[src/rtl/alu_arb_pkg.sv]
// Shared constants for the two-requester ALU arbiter: opcode encodings,
// ALU select values and the controller's FSM state type.
package alu_arb_pkg;

  localparam logic [1:0] OP_AND = 2'b00;
  localparam logic [1:0] OP_OR  = 2'b01;
  localparam logic [1:0] OP_ADD = 2'b10;
  localparam logic [1:0] OP_SUB = 2'b11;

  localparam logic [1:0] SEL_AND = 2'b00;
  localparam logic [1:0] SEL_OR  = 2'b01;
  localparam logic [1:0] SEL_ADD = 2'b10;

  typedef enum logic [1:0] {
    IDLE = 2'b00,
    EXEC = 2'b01,
    RESP = 2'b10
  } state_t;

  // SUB reuses the adder; the operand negation happens outside the ALU
  function automatic logic [1:0] op_to_sel(input logic [1:0] op);
    case (op)
      OP_AND:  return SEL_AND;
      OP_OR:   return SEL_OR;
      default: return SEL_ADD;
    endcase
  endfunction

endpackage

[src/rtl/ALU_4bit.sv]
// Existing shared ALU datapath: AND/OR/ADD with carry-out; sel 11 is XOR
// and is not used by the arbiter.
module ALU_4bit #(
  parameter int width = 4
) (
  input  logic [width-1:0] a,
  input  logic [width-1:0] b,
  input  logic [1:0]       sel,
  output logic [width-1:0] out,
  output logic             carry
);

  always_comb begin
    out   = '0;
    carry = 1'b0;
    case (sel)
      2'b00:   out = a & b;
      2'b01:   out = a | b;
      2'b10:   {carry, out} = {1'b0, a} + {1'b0, b};
      default: out = a ^ b;
    endcase
  end

endmodule

[src/rtl/alu_arb_rr.sv]
// Two-way round-robin picker: when both requesters are valid, the one that
// was not granted last wins; a lone requester always wins.
module alu_arb_rr (
  input  logic [1:0] valid,
  input  logic       last_grant,
  output logic       grant,
  output logic       any
);

  assign any   = |valid;
  assign grant = (valid == 2'b11) ? ~last_grant : valid[1];

endmodule

[src/rtl/alu_arb_ctrl.sv]
// Round-robin controller sharing one ALU_4bit between two requesters.
// Optional ALU_ARB_PERF_EN adds saturating busy/grant counters.
module alu_arb_ctrl #(
  parameter int width = 4
) (
  input  logic             clk,
  input  logic             rst,
  input  logic             req0_valid,
  output logic             req0_ready,
  input  logic [width-1:0] req0_a,
  input  logic [width-1:0] req0_b,
  input  logic [1:0]       req0_op,
  input  logic             req1_valid,
  output logic             req1_ready,
  input  logic [width-1:0] req1_a,
  input  logic [width-1:0] req1_b,
  input  logic [1:0]       req1_op,
  output logic             rsp_valid,
  input  logic             rsp_ready,
  output logic             rsp_id,
  output logic [width-1:0] rsp_out,
  output logic             rsp_carry
`ifdef ALU_ARB_PERF_EN
  ,
  output logic [15:0]      busy_cnt,
  output logic [7:0]       grant0_cnt,
  output logic [7:0]       grant1_cnt
`endif
);

  import alu_arb_pkg::*;

  localparam logic [width-1:0] ONE = width'(1);

  state_t           state, state_nxt;
  logic             last_grant;
  logic             grant, any;
  logic [width-1:0] lat_a, lat_b;
  logic [1:0]       lat_op;
  logic             lat_id;
  logic [width-1:0] alu_b, alu_out;
  logic             alu_carry;

  alu_arb_rr u_rr (
    .valid      ({req1_valid, req0_valid}),
    .last_grant (last_grant),
    .grant      (grant),
    .any        (any)
  );

  // SUB is a + (~b + 1); the most-negative b wraps onto itself
  assign alu_b = (lat_op == OP_SUB) ? (~lat_b + ONE) : lat_b;

  ALU_4bit #(.width(width)) u_alu (
    .a     (lat_a),
    .b     (alu_b),
    .sel   (op_to_sel(lat_op)),
    .out   (alu_out),
    .carry (alu_carry)
  );

  assign rsp_valid = (state == RESP);

  always_comb begin
    state_nxt  = state;
    req0_ready = 1'b0;
    req1_ready = 1'b0;
    case (state)
      IDLE: begin
        if (any) begin
          req0_ready = ~grant;
          req1_ready = grant;
          state_nxt  = EXEC;
        end
      end
      EXEC:    state_nxt = RESP;
      RESP:    if (rsp_ready) state_nxt = IDLE;
      default: state_nxt = IDLE;
    endcase
  end

  always_ff @(posedge clk) begin
    if (rst) begin
      state      <= IDLE;
      last_grant <= 1'b1;
      lat_a      <= '0;
      lat_b      <= '0;
      lat_op     <= OP_AND;
      lat_id     <= 1'b0;
      rsp_id     <= 1'b0;
      rsp_out    <= '0;
      rsp_carry  <= 1'b0;
    end else begin
      state <= state_nxt;
      if (state == IDLE && any) begin
        last_grant <= grant;
        lat_a      <= grant ? req1_a  : req0_a;
        lat_b      <= grant ? req1_b  : req0_b;
        lat_op     <= grant ? req1_op : req0_op;
        lat_id     <= grant;
      end
      if (state == EXEC) begin
        rsp_id    <= lat_id;
        rsp_out   <= alu_out;
        rsp_carry <= lat_op[1] & alu_carry;
      end
    end
  end

`ifdef ALU_ARB_PERF_EN
  always_ff @(posedge clk) begin
    if (rst) begin
      busy_cnt   <= '0;
      grant0_cnt <= '0;
      grant1_cnt <= '0;
    end else begin
      if (state != IDLE && busy_cnt != 16'hFFFF)
        busy_cnt <= busy_cnt + 16'd1;
      if (req0_ready && grant0_cnt != 8'hFF)
        grant0_cnt <= grant0_cnt + 8'd1;
      if (req1_ready && grant1_cnt != 8'hFF)
        grant1_cnt <= grant1_cnt + 8'd1;
    end
  end
`endif

endmodule
[config.mk]
export PLATFORM = sky130hd
export DESIGN_NAME = alu_arb_ctrl
export DESIGN_NICKNAME = d
export VERILOG_FILES = /design/src/rtl/alu_arb_pkg.sv /design/src/rtl/ALU_4bit.sv /design/src/rtl/alu_arb_rr.sv /design/src/rtl/alu_arb_ctrl.sv
export SDC_FILE = /design/constraint.sdc
export NUM_CORES = 1
export LEC_CHECK = 0
export CAP_MARGIN = 20
export CORE_MARGIN = 2
export CORE_UTILIZATION = 34
export DETAILED_ROUTE_END_ITERATION = 12
export PLACE_DENSITY_LB_ADDON = 0.12
export SLEW_MARGIN = 20
export SYNTH_ARGS = -nofsm -noshare
export SYNTH_HDL_FRONTEND = slang
export SYNTH_SLANG_ARGS = --single-unit
[constraint.sdc]
create_clock -name clk -period 4.3 [get_ports clk]
set_clock_uncertainty 0.1 [all_clocks]
set_input_delay 1.075 -clock clk [delete_from_list [all_inputs] [get_ports clk]]
set_output_delay 1.075 -clock clk [all_outputs]
set_load 0.05 [all_outputs]
Word level (Yosys, flattened, before mapping) --
Cells that the tools add are included.
Storage, ports and cells: input bits 25, flip-flop bits (word level) 20, output and inout port bits 9, logic and storage cells 48
Operators by class: multiplexer cells 15, reduce and logical (&&, ||, !) cells 6, $add $sub $neg 2, equality and inequality tests 9, bitwise logic cells 7
Operators with widths (number):
- $mux 4 | 3
- $pmux 4 s3 | 1
- $eq 2x2->1 const B | 4
- $eq 2x1->1 const B | 3
- $logic_not 2->1 | 3
- $mux 1 | 6
- $mux 2 | 3
- $pmux 2 s3 | 1
- $add 4x4->5 | 1
- $add 4x1->4 const B | 1
- $and 4x4->4 | 1
- $not 4->4 | 1
- $or 4x4->4 | 1
- $pmux 2 s2 | 1
- $xor 4x4->4 | 1
- $ne 2x1->1 const B | 1
- $ne 2x2->1 const B | 1
- $not 1->1 | 2
- $reduce_and 2->1 | 1
- $reduce_or 2->1 | 1
- $and 1x1->1 | 1
- $logic_and 1x1->1 | 1

Logic depth before layout (Yosys ltp) --
word-level depth 6, depth in mapped cells 10, depth with buffers taken out 10

Modules after synthesis --
Synthesis repeated with hierarchy kept, for this count alone.
Unflattened totals: cell total of the unflattened synthesis 144, area total of the unflattened synthesis 1296.2 sq um
By module, submodules not included:
- alu_arb_ctrl | seq. area each 400.4 sq um, cells an instance 94, area an instance 958.4 sq um, instances 1
- ALU_4bit | seq. area each 0.0 sq um, cells an instance 48, area an instance 324.1 sq um, instances 1
- alu_arb_rr | seq. area each 0.0 sq um, cells an instance 2, area an instance 13.8 sq um, instances 1

Least setup slack after synthesis --
No wires, ideal clock.
path kind input-to-output, from in req1_valid, to out req1_ready, path buffers 0, cell stages on the path 2, setup slack 1098 ps, data arrival time 2027 ps, data required time 3125 ps, cells stage by stage a21bo_2 nor3_2
On the way: longest elaborated chain between the ends 4, elaborated cells on any way between the ends 5, classes of those cells eq/ne (1); mux (3); reduce/logical (1)
RTL lines:
- from (decl) | line alu_arb_ctrl.sv:13 | input logic req1_valid,
- $eq 2x2->1 | line alu_arb_rr.sv:11 | assign grant = (valid == 2'b11) ? ~last_grant : valid[1];
- $mux 1 | line alu_arb_rr.sv:11
- $mux 1 (*) | line alu_arb_ctrl.sv:70 | if (any) begin
- $mux 1 (*) | line alu_arb_ctrl.sv:68 | case (state)
- to (decl) | line alu_arb_ctrl.sv:14 | output logic req1_ready,
Every way passes the cells marked *; elsewhere a longest branch is shown, timed or not.

Worst setup path after layout --
Same ends and word-level chain as after synthesis.

==> impl_metrics.py <==
metrics = {
    "job": {
        "max-cap-violations": 0,
    },
    "place": {
        "hpwl_um": 1910,
        "pre_cts_slack_ns": 0.600,
        "gp_congestion": 0.762,
        "portBuffers": 33,
    },
    "sta": {
        "max_freq_ghz": 0.271,
        "period_minus_slack_ns": 3.69,
        "setup_violations": 0,
        "fin_ws_ns": 0.609,
        "slew_headroom_pct": 49.0,
        "rsz0062_at_grt": "false",
        "tightest_slew_ns": 0.763,
        "setup_tns_ns": 0,
        "slew_viol_final": 0,
        "finalCritPeriodShare_pct": 85.8,
        "hold_viol_final": 0,
    },
    "cts": {
        "clk_path_buf_depth": 2,
        "clk_latency_ns": 0.30,
        "cts-root-buf": "clkbuf_4",
        "hold_buffers": 0,
        "htree_levels": 1,
        "cts_buffers": 3,
        "cts_sinks": 20,
        "cts_tree": "yes",
        "cts_resized": 0,
        "cts_setup_buffers": 0,
        "clk_pin_slew_ns": 0.11,
    },
    "floorplanning": {
        "boundaryPins": 34,
        "die_area_mm2": 0.00402,
        "initial_core_util_pct": 35.7,
        "dieHeight_um": 63.4,
        "chipWidth_um": 63.4,
        "num_rows": 21,
        "core-area_mm2": 0.00336,
    },
    "detailed_routing": {
        "drc": 0,
        "drt_iter0_markers": 37,
        "via_per_inst": 4.91,
        "first_pass_iters": 4,
        "wl_um": 2400,
        "wl_per_cell_um": 11.4,
        "antenna_left": 0,
        "vias": 1036,
    },
    "global_route": {
        "antenna_found_initial": 0,
        "first_global_vias": 955,
        "grt_pass1_wl_um": 3990,
        "grt-ovfl-total": 0,
        "track_usage_pct": 12.5,
        "grt_start_max_net_pins": 21,
    },
    "final_layout": {
        "fin_nets": 201,
        "layout-drive-gt1-share_pct": 11.5,
        "syn_to_final_growth_pct": 33.3,
        "antenna_cells": 0,
        "nFillCells": 371,
        "post-route-util_pct": 47.6,
    },
    "setup_path": {
        "arrival_ns": 2.52,
        "worstSetupPathType": "in2out",
        "critPathLaunchType": "input port",
        "reg2reg_depth": 9,
        "crit_fanout": 12,
        "reg2reg_slack_ns": 1.73,
        "regToRegEndpoint": "rsp_out[3]",
        "crit_required_ns": 3.12,
        "end_kind": "output pin",
        "r2r_start": "lat_op[1]",
    },
    "yosys": {
        "syn-cell-area_mm2": 0.00120,
        "synth-main-ff-cell": "dfxtp_1",
        "avgSynthCellArea_um2": 8.96,
        "syn-instance-count": 134,
        "async_flop_share_pct": 0,
        "synth-seq-cells": 20,
        "ys_seq_area_share_pct": 33.3,
        "syn_nets": 169,
        "synth_edf_count": 0,
        "yosysWarnings": 0,
        "synth_cell_type_count": 40,
    },
    "pwr": {
        "power_density_mw_per_mm2": 315,
        "p_leak_nw": 0.642,
        "ir_drop_mv": 0.132,
    },
    "run_status": {
        "status": "complete, no violations",
    },
    "worst_hold_path": {
        "holdPathEnd": "rsp_id",
        "hold-path-cell-count": 2,
        "min_path_type": "reg2reg",
        "worstHoldStart": "rsp_id",
    },
}
layer usage:
metal  up-vias  wire [um]  GRT usage [%]
li1        531          -              -
met1       474       1050           14.9
met2        29       1200           22.1
met3         2        143           4.46
met4         0          8           1.63
met5         -          0              0
layout make-up:
class	count	area [um^2]	share of cell area (%)
multi-input cells	97	712	44.5
clock buffers	4	36.3	2.27
well taps	46	57.6	3.59
inverters	10	37.5	2.34
repair buffers	34	358	22.3
flip-flops and latches	20	400	25.0
kinds of logic (layout without fill, tap and decap cells):
family / Yosys count / count (layout) / share of synthesized area (%)
adders and majority gates: 10 / 10 / 11.0
muxes: 9 / 9 / 7.60
DFF: 20 / 20 / 33.3
AOI/OAI and AO/OA: 35 / 35 / 20.9
xor gates and xnor gates: 3 / 3 / 2.19
buffers and inverters: 17 / 48 / 7.40
and+or+nand+nor: 40 / 40 / 17.5
cell usage in the layout, fill, tap and decap left out, types with 2 or more instances in the layout:
| cell type | n |
|---|---|
| o21ai_0 | 2 |
| nor2_1 | 15 |
| mux2i_1 | 8 |
| a211oi_1 | 9 |
| a211oi_2 | 2 |
| ha_1 | 9 |
| o211ai_1 | 2 |
| a32oi_1 | 3 |
| inv_1 | 10 |
| clkbuf_4 | 3 |
| a21oi_1 | 10 |
| clkdlybuf4s50_1 | 31 |
| nand2_1 | 8 |
| nand2b_1 | 2 |
| xor2_1 | 2 |
| nor2b_1 | 2 |
| buf_12 | 2 |
| nor3_1 | 3 |
| dfxtp_1 | 20 |
worst max-delay path, cell delays in order:
cell and delay [ns]:
clkdlybuf4s50_1 0.51, a21bo_2 0.35, nor3_2 0.38, buf_12 0.20
power breakdown:
part	internal, mW	switching [mW]	leakage [nW]
Sequential	0.204	0.0214	0.165
Clock	0.0516	0.0564	0.0210
Combinational	0.0838	0.0877	0.456
state kept, by name, indices dropped and copies added, names as in the netlist:
| name | count |
|---|---|
| lat_a | 4 |
| lat_b | 4 |
| rsp_out | 4 |
| lat_op | 2 |
| state | 2 |
| last_grant | 1 |
| lat_id | 1 |
| rsp_carry | 1 |
| rsp_id | 1 |
synth_stat cells (2+ instances only):
cell,instances,area share (%)
nor2_1,15,4.7
a32oi_1,3,2.2
buf_6,2,1.9
a21oi_1,10,4.2
dfxtp_1,20,33
buf_2,2,0.83
nor2b_1,2,1.0
nand2_1,8,2.5
a211oi_1,9,5.6
ha_1,9,9.4
nand2b_1,2,1.0
nor3_1,3,1.2
buf_4,2,1.2
inv_1,10,3.1
o21ai_0,2,0.83
a211oi_2,2,2.1
xor2_1,2,1.5
mux2i_1,8,6.7
o211ai_1,2,1.2
how the worst max path moves through the flow:
stage	startpoint	to	slack [ns]	depth (start not counted)
6_report	req1_valid	req1_ready	0.61	4
5_1_grt	req1_valid	req1_ready	0.51	4
4_1_cts	req1_valid	req1_ready	0.60	4
3_5_place_dp	req1_valid	req1_ready	0.60	4
3_3_place_gp	req1_valid	req1_ready	0.67	4
2_1_floorplan	req1_valid	req1_ready	1.10	2
metrics by stage:
step                cell area (um^2)  instances  total power [mW]  hold WS, ns
floorplan                       1200        134             0.346        0.332
global placement                1570        207             0.397        0.342
detailed placement              1570        207             0.403        0.347
CTS                             1600        211             0.514        0.364
global route                    1600        211             0.543        0.377
finish                          1600        211             0.505        0.360
(Power assumes the default switching activity.)
